**src/rtl/flag_register.sv**
```systemverilog
// ALU adder/subtractor with a registered NZCV flag file, a two-state validity
// FSM and a saturating count of committed flag writes.
module flag_register #(
  parameter int WIDTH = 64
) (
  input  logic             clk,
  input  logic             reset,
  input  logic [WIDTH-1:0] a,
  input  logic [WIDTH-1:0] b,
  input  logic             subtract,
  input  logic             set_flags,
  input  logic             stall,
  input  logic             clear,
  output logic [WIDTH-1:0] result,
  output logic             negative,
  output logic             zero,
  output logic             carry,
  output logic             overflow,
  output logic             flags_valid,
  output logic [7:0]       write_count
);

  typedef enum logic {EMPTY, VALID} state_t;

  state_t           state, state_next;
  logic [WIDTH-1:0] b_eff;
  logic [WIDTH:0]   sum;
  logic             n_next, z_next, c_next, v_next;
  logic             commit, do_clear;

  function automatic logic [7:0] sat_inc(input logic [7:0] cnt);
    return (cnt == 8'hFF) ? cnt : cnt + 8'd1;
  endfunction

  // Subtraction is a + ~b + 1, so carry-out means "no borrow".
  always_comb begin
    b_eff  = subtract ? ~b : b;
    sum    = {1'b0, a} + {1'b0, b_eff} + {{WIDTH{1'b0}}, subtract};
    result = sum[WIDTH-1:0];
    n_next = sum[WIDTH-1];
    z_next = (sum[WIDTH-1:0] == '0);
    c_next = sum[WIDTH];
    v_next = (a[WIDTH-1] == b_eff[WIDTH-1]) && (sum[WIDTH-1] != a[WIDTH-1]);
  end

  // A stall freezes everything, and clear outranks a flag-setting instruction.
  assign do_clear = clear & ~stall;
  assign commit   = set_flags & ~stall & ~clear;

  always_comb begin
    state_next = state;
    if (do_clear)
      state_next = EMPTY;
    else if (commit)
      state_next = VALID;
  end

  always_ff @(posedge clk or posedge reset) begin
    if (reset)
      state <= EMPTY;
    else
      state <= state_next;
  end

  assign flags_valid = (state == VALID);

  always_ff @(posedge clk or posedge reset) begin
    if (reset) begin
      negative    <= 1'b0;
      zero        <= 1'b0;
      carry       <= 1'b0;
      overflow    <= 1'b0;
      write_count <= 8'd0;
    end else if (do_clear) begin
      negative    <= 1'b0;
      zero        <= 1'b0;
      carry       <= 1'b0;
      overflow    <= 1'b0;
      write_count <= 8'd0;
    end else if (commit) begin
      negative    <= n_next;
      zero        <= z_next;
      carry       <= c_next;
      overflow    <= v_next;
      write_count <= sat_inc(write_count);
    end
  end

endmodule

```
**config.mk**
```make
export PLATFORM = sky130hd
export DESIGN_NAME = flag_register
export DESIGN_NICKNAME = d
export VERILOG_FILES = /design/src/rtl/flag_register.sv
export SDC_FILE = /design/constraint.sdc
export NUM_CORES = 1
export LEC_CHECK = 0
export ABC_AREA = 1
export ABC_CLOCK_PERIOD_IN_PS = 3960
export CAP_MARGIN = 20
export CORE_MARGIN = 4
export CORE_UTILIZATION = 51
export CTS_BUF_LIST = sky130_fd_sc_hd__clkbuf_8
export DETAILED_ROUTE_END_ITERATION = 16
export HOLD_SLACK_MARGIN = 0.03
export PLACE_DENSITY = 0.92
export REMOVE_ABC_BUFFERS = 1
export SLEW_MARGIN = 20
export SYNTH_ARGS = -nofsm -noshare
export SYNTH_HDL_FRONTEND = slang
export SYNTH_SLANG_ARGS = --single-unit
```
**constraint.sdc**
```tcl
create_clock -name clk -period 3.96 [get_ports clk]
set_clock_uncertainty 0.2 [all_clocks]
set_input_delay 0.792 -clock clk [delete_from_list [all_inputs] [get_ports clk]]
set_output_delay 0.792 -clock clk [all_outputs]
set_load 0.01 [all_outputs]
```
==> results of run 1 <==
-- stage by stage --
step           area, µm²  worst slack [ps]  utilization [%]
2_1_floorplan       7360               642                -
3_3_place_gp       11000              -574             78.2
3_5_place_dp       11000              -725             78.2
4_1_cts            12300              -216             87.7
-- Yosys cell counts, drive strengths merged (2+ instances only) --
library cell / instances / area (µm²)
o21ai: 38 / 190
dfrtp: 13 / 325
nand3: 64 / 350
o211ai: 2 / 20.0
o21a: 2 / 15.0
o21bai: 9 / 67.6
xor2: 66 / 578
nand2: 560 / 2180
a21oi: 81 / 417
clkinv: 3 / 11.3
nor4: 3 / 31.3
nand3b: 25 / 188
nor3: 9 / 55.1
clkbuf: 6 / 22.5
nand4: 10 / 62.6
ha: 70 / 876
nor2: 167 / 714
xnor2: 6 / 52.6
inv: 304 / 1140
-- cells by family after synthesis --
family	count (synthesis)	synth area share, %
AND/OR/NAND/NOR	841	48.7
buffers and inverters	314	16.0
AO/OA/AOI/OAI	137	10.2
XOR/XNOR	72	8.53
adder cells (fa/ha/maj)	71	12.1
flip-flops	13	4.40
-- what timing repair did --
action	4_1_cts
setup buffers	61
endpoints found under the hold margin	0
pin swaps	127
endpoints found under the setup margin	59
gates cloned	2
gates resized for setup	495
==> metrics.txt, run 1 <==
First Error [ERROR DPL-0038] Utilization greater than 100%, impossible to legalize; stage reached global routing; std cell rows 43; hold buffer count at cts 0; largest net degree at the start of global routing 14; synthesized area about 0.0074 mm²; synth warn 0; Sink Count 13; library cells used by synthesis 39; dpl cells roughly 2k; sequential cell area fraction in the yosys report under 10%; CTS buffer count 3; syn_area_per_cell roughly 5.1 µm²; CTS root buffer clkbuf_8; effective utilization at floorplan between 50% and 60%; Die Ht roughly 130 µm; worst_ep kind output port; Synth Flop Type dfrtp_1; Worst EP post-GRT repair result[59]; PortBufs 210; # IOs 211; Post-Synthesis Cells 1448; post-synthesis async set-or-reset flop share 100%; clock buffer depth 2; GP Congestion 1.10; width of the die ~130 µm; Post-synth EDFFs 0; depth of the CTS H-tree 1; dpl hpwl around 26 mm; #FFs+latches synth 13; outcome stopped before the end
==> run 2, diff against run 1 <==
- CORE_UTILIZATION: 51 -> 40
- CTS_BUF_LIST: sky130_fd_sc_hd__clkbuf_8 -> not set
- HOLD_SLACK_MARGIN: 0.03 -> not set
- PLACE_DENSITY: 0.92 -> not set
- PLACE_DENSITY_LB_ADDON: not set -> 0.15
==> run 2 against run 1 <==
Against the previous run: the flow now finishes, with violations (negative setup slack); synthesized area unchanged; synthesized cell count unchanged.
==> metrics.txt, run 2 <==
clock buffer depth 2; CTS buffer count 3; Worst setup EP type flop; CP Capture Point zero$_DFFE_PP0P_; Post-Synth Simple-Gate Area between 40 and 50%; unrepaired setup endpoints after global routing yes; Worst EP required 3940 ps; largest family of logic cells by synthesized area simple AND/OR/NAND/NOR gates; Final WS setup -735 ps; std cell rows just under 50; sequential cell area fraction in the yosys report approximately 4.4%; library cells used by synthesis 39; # IOs ~210; DRC violations left 0; synth warn 0; dpl cells between 2k and 2.5k; Hold WS between 200 and 300 ps; Sequential Power Share 3.6%; Psw 2.32 mW; violations in the final reports negative setup slack; initial antenna violation count 2; antenna cells 0; switch share between 50% and 60%; max-slew violation count 0; post-synthesis adder-cell area fraction between 10% and 20%; Post-Synthesis Cells 1448; effective utilization at floorplan 40.9%; worst-margin pin slew roughly 850 ps; max reg flops 8; Synth Area in XOR/XNOR around 8.5%; detailed-route via count between 10k and 15k; #FFs+latches synth 13; most frequent cells in the layout buf_4 (303), nand2_1 (274), inv_1 (218); reg2reg path depth 13; setup TNS -31700 ps; CTS tree yes; post-synthesis mux area share 0%; synthesized area between 0.007 and 0.008 mm²; max_slew headroom a little over two fifths; top-count cell post-synth nand2_1; core area ~0.018 mm²; leading cell types by total area after synthesis nand2_1 (27%), inv_1 (15%), ha_1 (12%); CTS root buffer clkbuf_16; Finish-stage setup viols between 50 and 60; outcome complete, but fails checks; Synth top area share between 20% and 30%; Hold Fails Final Rpt 0; layout cell share with drive strength beyond 1 between 50% and 60%; Most flops, register write_count; Die Ht ~140 µm; Yosys top cell by area nand2_1; DRT iter0 DRCs roughly 1.3k; LEAKAGE about 8.2 nW; Layout area overhead 116%; Nets 2219; DRT Wirelength between 40 and 50 mm; depth of the CTS H-tree 1; Logic pwr share 92.1%; Final Power approximately 4.5 mW; drt pass-1 iters 6; Tcrit/Tclk final 119%; GP Congestion 1.00; commonest non-fill, non-tap cell in the layout buf_4; Crit path arrival time 4680 ps; worst reg2reg endpoint write_count[7]$_DFFE_PP0P_; clock power share ~4.3%; Synth Area in Compound Gates 10.2%; Post-synth EDFFs 0; Wirelength per Cell approximately 21 µm; clock latency on the worst-skew pair about 240 ps; Max Freq ~0.21 GHz; worst min-delay path class reg2reg; Crit Path Category in2reg; width of the die about 140 µm; worst vdd ir about 0.18 mV; Worst-path clk slew around 50 ps; Post-synth top cells nand2_1 (528), inv_1 (290), nor2_1 (138); dpl hpwl approximately 27 mm; GRT Total Usage between 30% and 40%; PortBufs 210; Internal Power between 2 and 2.5 mW; DIE AREA roughly 0.021 mm²; critical path launch point b[7]; Sink Count 13; Critical Path Fanout Max 5; R2R Setup Slk 1370 ps; post-synthesis async set-or-reset flop share 100%; pwr dens around 280 mW/mm²; fill count ~910; vias in the first global route ~11k; DR vias/cell around 5.7; Max Cap Viol 0; syn_area_per_cell 5.11 µm²; Finished Layout Cells 2242; largest net degree at the start of global routing 14; global-route wire length before repair between 50 and 60 mm; minimum clock period roughly 4700 ps; post-route ant nets 0; Synth Flop Type dfrtp_1; FF-to-FF Start write_count[0]$_DFFE_PP0P_; Remaining Overflow, GRT 0; startpoint class of the critical path input pin
==> run 2: worst min path at each step <==
stage,endpoint,cells past startpoint,slack [ps],from
2_1_floorplan,write_count[4]$_DFFE_PP0P_,1,310,write_count[4]$_DFFE_PP0P_
3_3_place_gp,zero$_DFFE_PP0P_,2,280,zero$_DFFE_PP0P_
3_5_place_dp,zero$_DFFE_PP0P_,2,270,zero$_DFFE_PP0P_
4_1_cts,zero$_DFFE_PP0P_,2,280,zero$_DFFE_PP0P_
5_1_grt,write_count[4]$_DFFE_PP0P_,1,330,write_count[4]$_DFFE_PP0P_
6_report,carry$_DFFE_PP0P_,2,300,carry$_DFFE_PP0P_
==> run 2: timing repair <==
item,4_1_cts,5_1_grt
endpoints found under the setup margin,59,56
hold buffers,0,0
gates resized for setup,692,484
setup buffers,94,47
cloned,3,2
pin swaps,230,274
==> run 2: cells by family after synthesis <==
kind of cell	after synthesis
DFF	13
xor gates and xnor gates	72
buffers and inverters	314
and+or+nand+nor	841
adders and majority gates	71
AOI/OAI and AO/OA	137
==> run 2: layout make-up <==
cell class	instances	area (µm²)	share of cell area, %
clock buffers	4	78.8	0.494
inverters	307	1170	7.36
multi-input cells	1121	8990	56.4
flip-flops and latches	13	325	2.04
well taps	229	287	1.80
repair buffers	568	5090	31.9
==> run 2: per-layer routing <==
metal	track usage, %	up-vias	share of wire, %
li1	-	5527	-
met1	41.3	5845	35
met2	56.8	972	47
met3	3.06	349	9.6
met4	9.12	4	8.1
met5	0	-	0.049
==> run 2: worst max-delay path, cell delays in order <==
cell,delay (ps)
dlygate4sd2_1,430
xor2_1,720
ha_4,340
nand2_2,130
inv_1,50
nand2_1,70
nand2_2,80
nand2_2,110
nand3_4,130
buf_4,170
nand2_1,60
nand2_1,120
buf_4,160
nor2_1,170
nand2_1,90
nor2_1,240
nand3_1,140
nor2_1,220
nand3_1,120
nor2_2,140
nand3_1,100
nand2_1,90
==> run 2: through the flow <==
step	cell area, µm²	util, %	setup WS [ps]
after global routing	15900	88.2	-1100
after global placement	11400	63.0	-622
after CTS	13600	75.4	-115
after floorplan	7360	-	642
after detailed placement	11400	63.0	-675
final	15900	88.2	-735
==> run 2: power by group through the flow <==
stage | Sequential [mW] | Clock, mW | Combinational [mW]
after floorplan | 0.163 | 0 | 1.25
after global placement | 0.158 | 0 | 2.65
after detailed placement | 0.159 | 0 | 2.67
after CTS | 0.159 | 0.191 | 3.20
after global routing | 0.160 | 0.198 | 4.30
final | 0.159 | 0.193 | 4.12
(Power assumes the default switching activity.)
==> run 3, diff against run 2 <==
- CTS_CLUSTER_SIZE: not set -> 28
==> results of run 3 <==
No change in the layout: final DEF, timing and power equal those of run 2.
